### src/rtl/baopoco_pkg.sv
// rtl/baopoco_pkg.sv - shared types and defaults for the accumulation controller
package baopoco_pkg;

  localparam int VEC_LEN_DEF = 2048;
  localparam int CH_W_DEF    = 11;

  typedef enum logic [1:0] {
    ST_IDLE      = 2'd0,
    ST_WAIT_SYNC = 2'd1,
    ST_ACCUM     = 2'd2
  } state_e;

  // A zero length would never wrap the spectrum counter; run it as one spectrum.
  function automatic logic [31:0] len_eff(input logic [31:0] len);
    return (len == 32'd0) ? 32'd1 : len;
  endfunction

endpackage

### src/rtl/baopoco_acc_cnt.sv
// rtl/baopoco_acc_cnt.sv - channel/spectrum counters and integration length shadow
module baopoco_acc_cnt
  import baopoco_pkg::*;
#(
  parameter int VEC_LEN = VEC_LEN_DEF,
  parameter int CH_W    = CH_W_DEF
) (
  input  logic        clk,
  input  logic        rst_n,
  input  logic        active,      // counting this cycle (ACCUM, or the sync that enters it)
  input  logic        sync,
  input  logic        vld,
  input  logic [31:0] acc_len,
  output logic        samp_first,  // flags describe the sample presented this cycle
  output logic        samp_last,
  output logic        samp_dump,
  output logic        abort_hit    // sync cut a partially counted integration
);

  logic [CH_W-1:0] ch_q, ch_d;
  logic [31:0]     sp_q, sp_d;
  logic [31:0]     len_q, len_d;

  logic            dump_pos;
  logic            restart;
  logic [CH_W-1:0] ch_e;
  logic [31:0]     sp_e;
  logic [31:0]     len_e;
  logic            ch_wrap;
  logic            sp_wrap;

  // Counter view for this cycle. A sync on the dump sample lets the natural wrap
  // finish the integration, so the following sample is channel 0 of the next one.
  always_comb begin
    dump_pos   = (ch_q == CH_W'(VEC_LEN - 1)) && (sp_q == len_q - 32'd1);
    restart    = sync && !(vld && dump_pos);
    ch_e       = restart ? '0 : ch_q;
    sp_e       = restart ? '0 : sp_q;
    len_e      = restart ? len_eff(acc_len) : len_q;
    ch_wrap    = (ch_e == CH_W'(VEC_LEN - 1));
    sp_wrap    = (sp_e == len_e - 32'd1);
    samp_first = (sp_e == 32'd0);
    samp_last  = sp_wrap;
    samp_dump  = ch_wrap && sp_wrap;
    abort_hit  = restart && ((ch_q != '0) || (sp_q != 32'd0));
  end

  // Next counter state: advance on each valid sample, re-latch length at integration end.
  always_comb begin
    ch_d  = ch_q;
    sp_d  = sp_q;
    len_d = len_q;
    if (active) begin
      ch_d  = ch_e;
      sp_d  = sp_e;
      len_d = len_e;
      if (vld) begin
        ch_d = ch_e + CH_W'(1);
        if (ch_wrap) begin
          if (sp_wrap) begin
            sp_d  = 32'd0;
            len_d = len_eff(acc_len);
          end else begin
            sp_d = sp_e + 32'd1;
          end
        end
      end
    end
  end

  // Counter registers.
  always_ff @(posedge clk or negedge rst_n) begin
    if (!rst_n) begin
      ch_q  <= '0;
      sp_q  <= 32'd0;
      len_q <= 32'd1;
    end else begin
      ch_q  <= ch_d;
      sp_q  <= sp_d;
      len_q <= len_d;
    end
  end

endmodule

### src/rtl/baopoco_acc_ctrl.sv
// rtl/baopoco_acc_ctrl.sv - arm/sync FSM and registered accumulator control outputs
module baopoco_acc_ctrl
  import baopoco_pkg::*;
#(
  parameter int VEC_LEN = VEC_LEN_DEF,
  parameter int CH_W    = CH_W_DEF
) (
  input  logic        user_clk,
  input  logic        user_rst_n,
  input  logic        arm,
  input  logic [31:0] acc_len,
  input  logic        sync_in,
  input  logic        vld_in,
  output logic        vld_out,
  output logic        first_out,
  output logic        last_out,
  output logic        dump,
  output logic        abort,
  output logic        sync_out,
  output logic [31:0] acc_cnt,
  output logic        armed
);

  state_e      state_q, state_d;
  logic [1:0]  rst_sync_q, rst_sync_d;
  logic        vld_out_q, vld_out_d;
  logic        sync_out_q, sync_out_d;
  logic        first_q, first_d;
  logic        last_q, last_d;
  logic        dump_q, dump_d;
  logic        abort_q, abort_d;
  logic [31:0] acc_cnt_q, acc_cnt_d;
  logic        armed_q, armed_d;

  logic        rst_ok;
  logic        active;
  logic        take;
  logic        samp_first, samp_last, samp_dump, abort_hit;

  assign rst_ok = rst_sync_q[1];
  assign active = (state_q == ST_ACCUM) || ((state_q == ST_WAIT_SYNC) && sync_in);
  assign take   = active && vld_in;

  baopoco_acc_cnt #(.VEC_LEN(VEC_LEN), .CH_W(CH_W)) u_cnt (
    .clk        (user_clk),
    .rst_n      (user_rst_n),
    .active     (active),
    .sync       (sync_in),
    .vld        (vld_in),
    .acc_len    (acc_len),
    .samp_first (samp_first),
    .samp_last  (samp_last),
    .samp_dump  (samp_dump),
    .abort_hit  (abort_hit)
  );

  // Reset release shifts through two flops before the FSM may accept arm.
  always_comb begin
    rst_sync_d = {rst_sync_q[0], 1'b1};
  end

  // Next-state logic: ACCUM is terminal until reset.
  always_comb begin
    state_d = state_q;
    case (state_q)
      ST_IDLE:      if (arm && rst_ok) state_d = ST_WAIT_SYNC;
      ST_WAIT_SYNC: if (sync_in) state_d = ST_ACCUM;
      ST_ACCUM:     state_d = ST_ACCUM;
      default:      state_d = ST_IDLE;
    endcase
  end

  // Output values for the sample seen this cycle, presented one cycle later.
  always_comb begin
    vld_out_d  = vld_in;
    sync_out_d = sync_in;
    first_d    = take && samp_first;
    last_d     = take && samp_last;
    dump_d     = take && samp_dump;
    abort_d    = (state_q == ST_ACCUM) && abort_hit;
    acc_cnt_d  = acc_cnt_q + {31'd0, take && samp_dump};
    armed_d    = (state_d != ST_IDLE);
  end

  // All state and output registers share the asynchronous reset.
  always_ff @(posedge user_clk or negedge user_rst_n) begin
    if (!user_rst_n) begin
      state_q    <= ST_IDLE;
      rst_sync_q <= 2'b00;
      vld_out_q  <= 1'b0;
      sync_out_q <= 1'b0;
      first_q    <= 1'b0;
      last_q     <= 1'b0;
      dump_q     <= 1'b0;
      abort_q    <= 1'b0;
      acc_cnt_q  <= 32'd0;
      armed_q    <= 1'b0;
    end else begin
      state_q    <= state_d;
      rst_sync_q <= rst_sync_d;
      vld_out_q  <= vld_out_d;
      sync_out_q <= sync_out_d;
      first_q    <= first_d;
      last_q     <= last_d;
      dump_q     <= dump_d;
      abort_q    <= abort_d;
      acc_cnt_q  <= acc_cnt_d;
      armed_q    <= armed_d;
    end
  end

  assign vld_out   = vld_out_q;
  assign sync_out  = sync_out_q;
  assign first_out = first_q;
  assign last_out  = last_q;
  assign dump      = dump_q;
  assign abort     = abort_q;
  assign acc_cnt   = acc_cnt_q;
  assign armed     = armed_q;

endmodule

### config.mk
export PLATFORM = sky130hd
export DESIGN_NAME = baopoco_acc_ctrl
export DESIGN_NICKNAME = d
export VERILOG_FILES = /design/src/rtl/baopoco_pkg.sv /design/src/rtl/baopoco_acc_cnt.sv /design/src/rtl/baopoco_acc_ctrl.sv
export SDC_FILE = /design/constraint.sdc
export NUM_CORES = 1
export LEC_CHECK = 0
export ABC_AREA = 1
export BUFFER_PORTS_ARGS = -buffer_cell sky130_fd_sc_hd__buf_2
export CAP_MARGIN = 20
export CORE_MARGIN = 2
export CORE_UTILIZATION = 55
export DETAILED_ROUTE_END_ITERATION = 10
export HOLD_SLACK_MARGIN = 0.05
export MAX_ROUTING_LAYER = met4
export PLACE_DENSITY = 0.86
export REMOVE_ABC_BUFFERS = 1
export SETUP_SLACK_MARGIN = 0.4
export SLEW_MARGIN = 20
export SYNTH_ARGS = -nofsm -noshare
export SYNTH_HDL_FRONTEND = slang
export SYNTH_HIERARCHICAL = 1
export SYNTH_SLANG_ARGS = --single-unit
### constraint.sdc
create_clock -name user_clk -period 5.45 [get_ports user_clk]
set_clock_uncertainty 0.15 [all_clocks]
set_input_delay 1.635 -clock user_clk [delete_from_list [all_inputs] [get_ports user_clk]]
set_output_delay 1.635 -clock user_clk [all_outputs]
set_load 0.005 [all_outputs]
=== Yosys cells after proc, flatten, opt, wreduce, memory -nomap -nowiden ===
Cells that the tools add are included.

* Register bits after elaboration: 118
* Bits in latches: 0
* RAM bits: 0
* ROM bits: 0
* Input bits: 37
* Memories kept: 0

* $add $sub $neg: 5
* Multipliers: 0
* Divide/modulo/power cells: 0
* $lt $le $gt $ge: 0
* Equal/unequal tests: 6
* Shifts and indexed selects: 0
* Mux-type cells: 14
* Bitwise operators: 0
* Reductions and logical operators: 21

{| class="wikitable"
|+ Operators by type and width
! kind !! count
|-
| $mux 32 || 9
|-
| $eq 32x32->1 || 2
|-
| $logic_not 32->1 || 2
|-
| $sub 32x1->32 const B || 2
|-
| $add 32x1->32 || 1
|-
| $add 32x1->32 const B || 1
|-
| $reduce_bool 32->1 || 1
|-
| $eq 11x11->1 const B || 2
|-
| $mux 11 || 2
|-
| $logic_and 1x1->1 || 12
|-
| $add 11x1->11 const B || 1
|-
| $reduce_bool 11->1 || 1
|-
| $pmux 2 s3 || 1
|-
| $mux 2 || 2
|-
| $eq 2x1->1 const B || 1
|-
| $eq 2x2->1 const B || 1
|-
| $logic_not 2->1 || 1
|-
| $logic_or 1x1->1 || 2
|-
| $reduce_bool 2->1 || 1
|-
| $logic_not 1->1 || 1
|}

=== Depth between registers and ports, before layout ===
* Depth after elaboration: 12
* Mapped depth: 47
* Mapped depth without buffers: 46

=== Cells and area by module ===
Netlist, hierarchy kept.

{| class="wikitable"
|+ Modules (own cells, without submodules)
! module !! times used !! cells each !! area each (µm²) !! sequential area each (µm²)
|-
| baopoco_acc_cnt || 1 || 1532 || 8663.3 || 1878.1
|-
| baopoco_acc_ctrl || 1 || 254 || 2133.3 || 1076.0
|}

=== Least setup slack after synthesis ===
OpenSTA, ideal clock, no wires.

* Path kind: input-to-reg
* From: input port vld_in
* To: register acc_cnt_q[30] (netlist: acc_cnt[30])
* Setup time: 0.117 ns
* Data arrival time: 5.577 ns
* Setup slack: -0.394 ns
* Stages: 42
* Path buffers: 2
* Cells stage by stage: buf_2 -> nand2_1 -> nor2_1 -> nand2_1 -> nor2_1 -> nand2_1 -> nor2_1 -> nand2_1 -> nor2_1 -> nand2_1 -> nor2_1 -> nand2_1 -> nor2_4 -> nand2_4 -> nand2_4 -> buf_6 -> nand2_1 -> nand2_1 -> [6 not listed] -> nand3_1 -> nand2_1 -> nor3_1 -> nand2_1 -> nor2_1 -> inv_1 -> nor3_1 -> inv_1 -> nor2_1 -> ha_1 -> ha_1 -> nand2_2 -> nor2_4 -> nand2_2 -> nor2_4 -> nand2_1 -> nand2_1 -> nand2_1

* Word-level cells in the longest chain between the ends: 9

{| class="wikitable"
|+ RTL lines
! what !! RTL line !! RTL
|-
| from (decl) || baopoco_acc_ctrl.sv:13 || <nowiki>input logic vld_in,</nowiki>
|-
| $logic_and 1x1->1 * || baopoco_acc_cnt.sv:36 || <nowiki>restart = sync && !(vld && dump_pos);</nowiki>
|-
| $logic_not 1->1 * || baopoco_acc_cnt.sv:36 ||
|-
| $logic_and 1x1->1 * || baopoco_acc_cnt.sv:36 ||
|-
| $mux 32 || baopoco_acc_cnt.sv:39 || <nowiki>len_e = restart ? len_eff(acc_len) : len_q;</nowiki>
|-
| $sub 32x1->32 || baopoco_acc_cnt.sv:41 || <nowiki>sp_wrap = (sp_e == len_e - 32'd1);</nowiki>
|-
| $eq 32x32->1 || baopoco_acc_cnt.sv:41 ||
|-
| $logic_and 1x1->1 * || baopoco_acc_cnt.sv:44 || <nowiki>samp_dump = ch_wrap && sp_wrap;</nowiki>
|-
| via samp_dump || baopoco_acc_ctrl.sv:38 || <nowiki>logic samp_first, samp_last, samp_dump, abort_hit;</nowiki>
|-
| $logic_and 1x1->1 * || - ||
|-
| via dump_d || baopoco_acc_ctrl.sv:30 || <nowiki>logic dump_q, dump_d;</nowiki>
|-
| $add 32x1->32 * || baopoco_acc_ctrl.sv:81 || <nowiki>acc_cnt_d = acc_cnt_q + {31'd0, take && samp_dump};</nowiki>
|-
| via acc_cnt_d[30] || baopoco_acc_ctrl.sv:32 || <nowiki>logic [31:0] acc_cnt_q, acc_cnt_d;</nowiki>
|-
| to (signal assigned) || baopoco_acc_ctrl.sv:107 || <nowiki>acc_cnt_q <= acc_cnt_d;</nowiki>
|-
| to (decl) || baopoco_acc_ctrl.sv:32 ||
|}

Mark *: on every way through the listed nets, which the timed path passes. The rest lies on a longest branch.
A chain may end at the register's enable or synchronous reset.

=== Worst setup path after layout ===
* From: input port vld_in
* To: register acc_cnt_q[27] (netlist: acc_cnt[27])

The elaborated chain is that of the path after synthesis.

==> results.yml <==
worst_setup_path:
  worst-endpoint-arrival_ns: 6.46
  r2r_setup_slack_ns: -0.70
  cp-start-kind: "input port"
  cp_max_fo: 7
  crit_type: "in2reg"
  critPathMaxStageDelay_ns: 0.38
  startpoint: "vld_in"
  end_kind: "flop"
  r2r_start: "u_cnt/len_q[1]$_DFFE_PN0P_"
  rr_worst_depth: 43
  worstPathRequired_ns: 5.64
  cp_common_cell: "nand2_1"
  slowest_stage: "nor2_4"
grt:
  globalRoute.totalOverflow: 0
  grt_pass1_wl_um: 76200
  grt_pass1_vias: 13700
  track_usage_pct: 50.7
  grt_max_degree: 66
  antenna_found_initial: 5
cts:
  cts_num_sinks: 118
  clockBufferDepth: 2
  cts_hold_buf: 0
  cts_root_buf: "clkbuf_16"
  cts_tree: "built"
  clkTransAtPathRegs_ns: 0.07
  cts_htree_levels: 4
  clock_latency_ns: 0.45
  cts_buffers: 17
detailed_routing:
  drt_iter0_drc: 2167
  wl_per_cell_um: 22.1
  drc: 1
  drt-total-wl_um: 53800
  viasPerCell: 6.06
  drtPass1Iterations: 11
  dr_total_vias: 14700
  final_antenna_net_count: 0
yosys:
  synth_mux_area_share_pct: 0
  ys_seq_area_share_pct: 27.4
  synth_top_area_cell: "dfrtp_1"
  async_reset_ff_share_pct: 100
  synthSimpleGateAreaFrac_pct: 50.8
  syn_area_um2: 10800
  ys_top_cells_by_area: "dfrtp_1 (27%), nand2_1 (23%), nor2_1 (7.4%), inv_1 (6.8%), nand3_1 (6.1%)"
  synth_top_area_share_pct: 27.1
  synth_cell_types: 49
  synthFlopType: "dfrtp_1"
  synthCells: 1786
  synth-seq-cells: 118
  synth_compound_area_share_pct: 4.79
  syn-mean-instance-area_um2: 6.05
  synth_fa_ha_area_share_pct: 0.927
  synth-edff-count: 0
  yosys_warnings: 6
  synth_top_family_by_area: "simple AND/OR/NAND/NOR gates"
  synth-xor-area-share_pct: 6.36
die:
  die-area_um2: 20800
  dieWidth_um: 144
  core-area_um2: 19300
  die_height_um: 144
  rows: 51
  ioPinCount: 76
  initial_core_util_pct: 55.8
timing:
  min_period_over_period_pct: 115
  maxSlewHeadroom_pct: 39.5
  worst_pin_slew_ns: 0.898
  period_needed_ns: 6.27
  finalMaxSlewViolations: 0
  final_hold_viol_count: 0
  setup_viol: 93
  setup_slack_ns: -0.824
  fmax_mhz: 159
  rsz0062_at_grt: "yes"
  fin_hold_ws_ns: 0.214
layout:
  final_common_cell: "nand2_1"
  syn_to_final_growth_pct: 43.4
  nets: 2195
  final_cell_mix: "nand2_1 (603), buf_4 (256), nor2_1 (194)"
  drive_above_1_share_pct: 29.2
  fill_cells: 1354
worst_hold_path:
  hold_depth: 0
  hp-class: "reg2reg"
  min-delay-start: "rst_sync_q[0]$_DFF_PN0_"
power:
  finalPower_mw: 5.10
  peakVddDrop_mv: 0.277
  power_leakage_nw: 7.83
  p_per_area_nw_per_um2: 329
placed_design:
  post-place-ws_ns: -0.920
  dp_hpwl_um: 33600
  gp_congestion: 1.03
  port_buffers: 75
outcome:
  status: "finished, violations left"
  violations: "DRC, setup timing"
flow_run:
  cap_violations: 0
## Yosys cell counts (14+ instances only)
master and n:
dfrtp_1 117, nor3_1 17, clkbuf_1 14, nand3b_1 44, buf_2 15, xnor2_1 32
inv_1 197, o21ai_1 36, nand3_1 131, nand2_1 666, nand4_1 60, nand2_2 18
nor2_1 213, nor4_1 18, o21ai_0 33, nor2_2 27, xor2_1 42
## flip-flops by register name, summed over array words and instances, names as in the netlist
register / cells
abort: 1
acc_cnt: 32
armed: 1
dump: 1
first_out: 1
last_out: 1
rst_sync_q: 2
state_q: 2
sync_out: 1
u_cnt/ch_q: 11
u_cnt/len_q: 32
u_cnt/sp_q: 32
vld_out: 1
## worst paths after layout
| kind | endpoint |
|---|---|
| worst min-delay path | rst_sync_q[1]$_DFF_PN0_ |
| worst max-delay path | acc_cnt[27]$_DFF_PN0_ |
| worst min register to register | rst_sync_q[1]$_DFF_PN0_ |
| worst max register to register | acc_cnt[27]$_DFF_PN0_ |
| max in group asynchronous | u_cnt/len_q[14]$_DFFE_PN0P_ |
| min in group asynchronous | rst_sync_q[1]$_DFF_PN0_ |
## power by group
| group | internal (mW) | leakage [nW] | total (mW) | switching (mW) |
|---|---|---|---|---|
| Clock | 0.736 | 0.299 | 1.25 | 0.509 |
| Combinational | 0.948 | 5.96 | 2.58 | 1.64 |
| Sequential | 1.03 | 1.57 | 1.27 | 0.241 |
| Total | 2.71 | 7.83 | 5.10 | 2.39 |
## logic make-up after synthesis
kind of cell             count (synthesis)
AO/OA/AOI/OAI                           96
buffers and inverters                  259
adder cells (fa/ha/maj)                  8
flip-flops                             118
AND/OR/NAND/NOR                       1228
other                                    1
XOR/XNOR                                76
## routing by layer
metal  routed length, um  up-vias  GRT usage [%]
met5                   0        -              -
li1                    -     6387              -
met2               23000     1251           76.1
met3                7670      439           19.0
met4                4780        0           31.3
met1               18300     6657           57.2
## final cells by class
| class | count | area (um2) | area share (%) |
|---|---|---|---|
| Antenna cell | 5 | 12.5 | 0.0808 |
| Clock buffer | 18 | 439 | 2.84 |
| Clock inverter | 14 | 175 | 1.13 |
| Inverter | 208 | 785 | 5.07 |
| Multi-Input combinational cell | 1409 | 7380 | 47.6 |
| Sequential cell | 118 | 2950 | 19.1 |
| Tap cell | 265 | 332 | 2.14 |
| Timing Repair Buffer | 396 | 3410 | 22.0 |
## through the flow
stage / utilization (%) / setup TNS [ns] / std cells / instance area [um2]
after floorplan: - / -86.81 / 1735 / 10500
after global placement: 68.3 / -31.39 / 2323 / 13200
after detailed placement: 68.3 / -37.17 / 2323 / 13200
after CTS: 78.6 / -4.08 / 2418 / 15200
after global routing: 80.1 / -64.08 / 2433 / 15500
final: 80.1 / -38.47 / 2433 / 15500
## worst max-delay path, delay by kind of cell
| family | cells | cell delay [ns] |
|---|---|---|
| compound gates | 1 | 0.14 |
| fa+ha+maj | 1 | 0.11 |
| buf+inv | 7 | 0.68 |
| simple gates | 33 | 3.86 |
## timing repair
action / 4_1_cts / 5_1_grt
setup buffers: 50 / 9
pin swaps: 93 / 28
setup endpoints to repair: 93 / 98
gates cloned: 13 / 1
endpoints found under the hold margin: 0 / 0
gates resized for setup: 181 / 46
(Power assumes the default switching activity.)
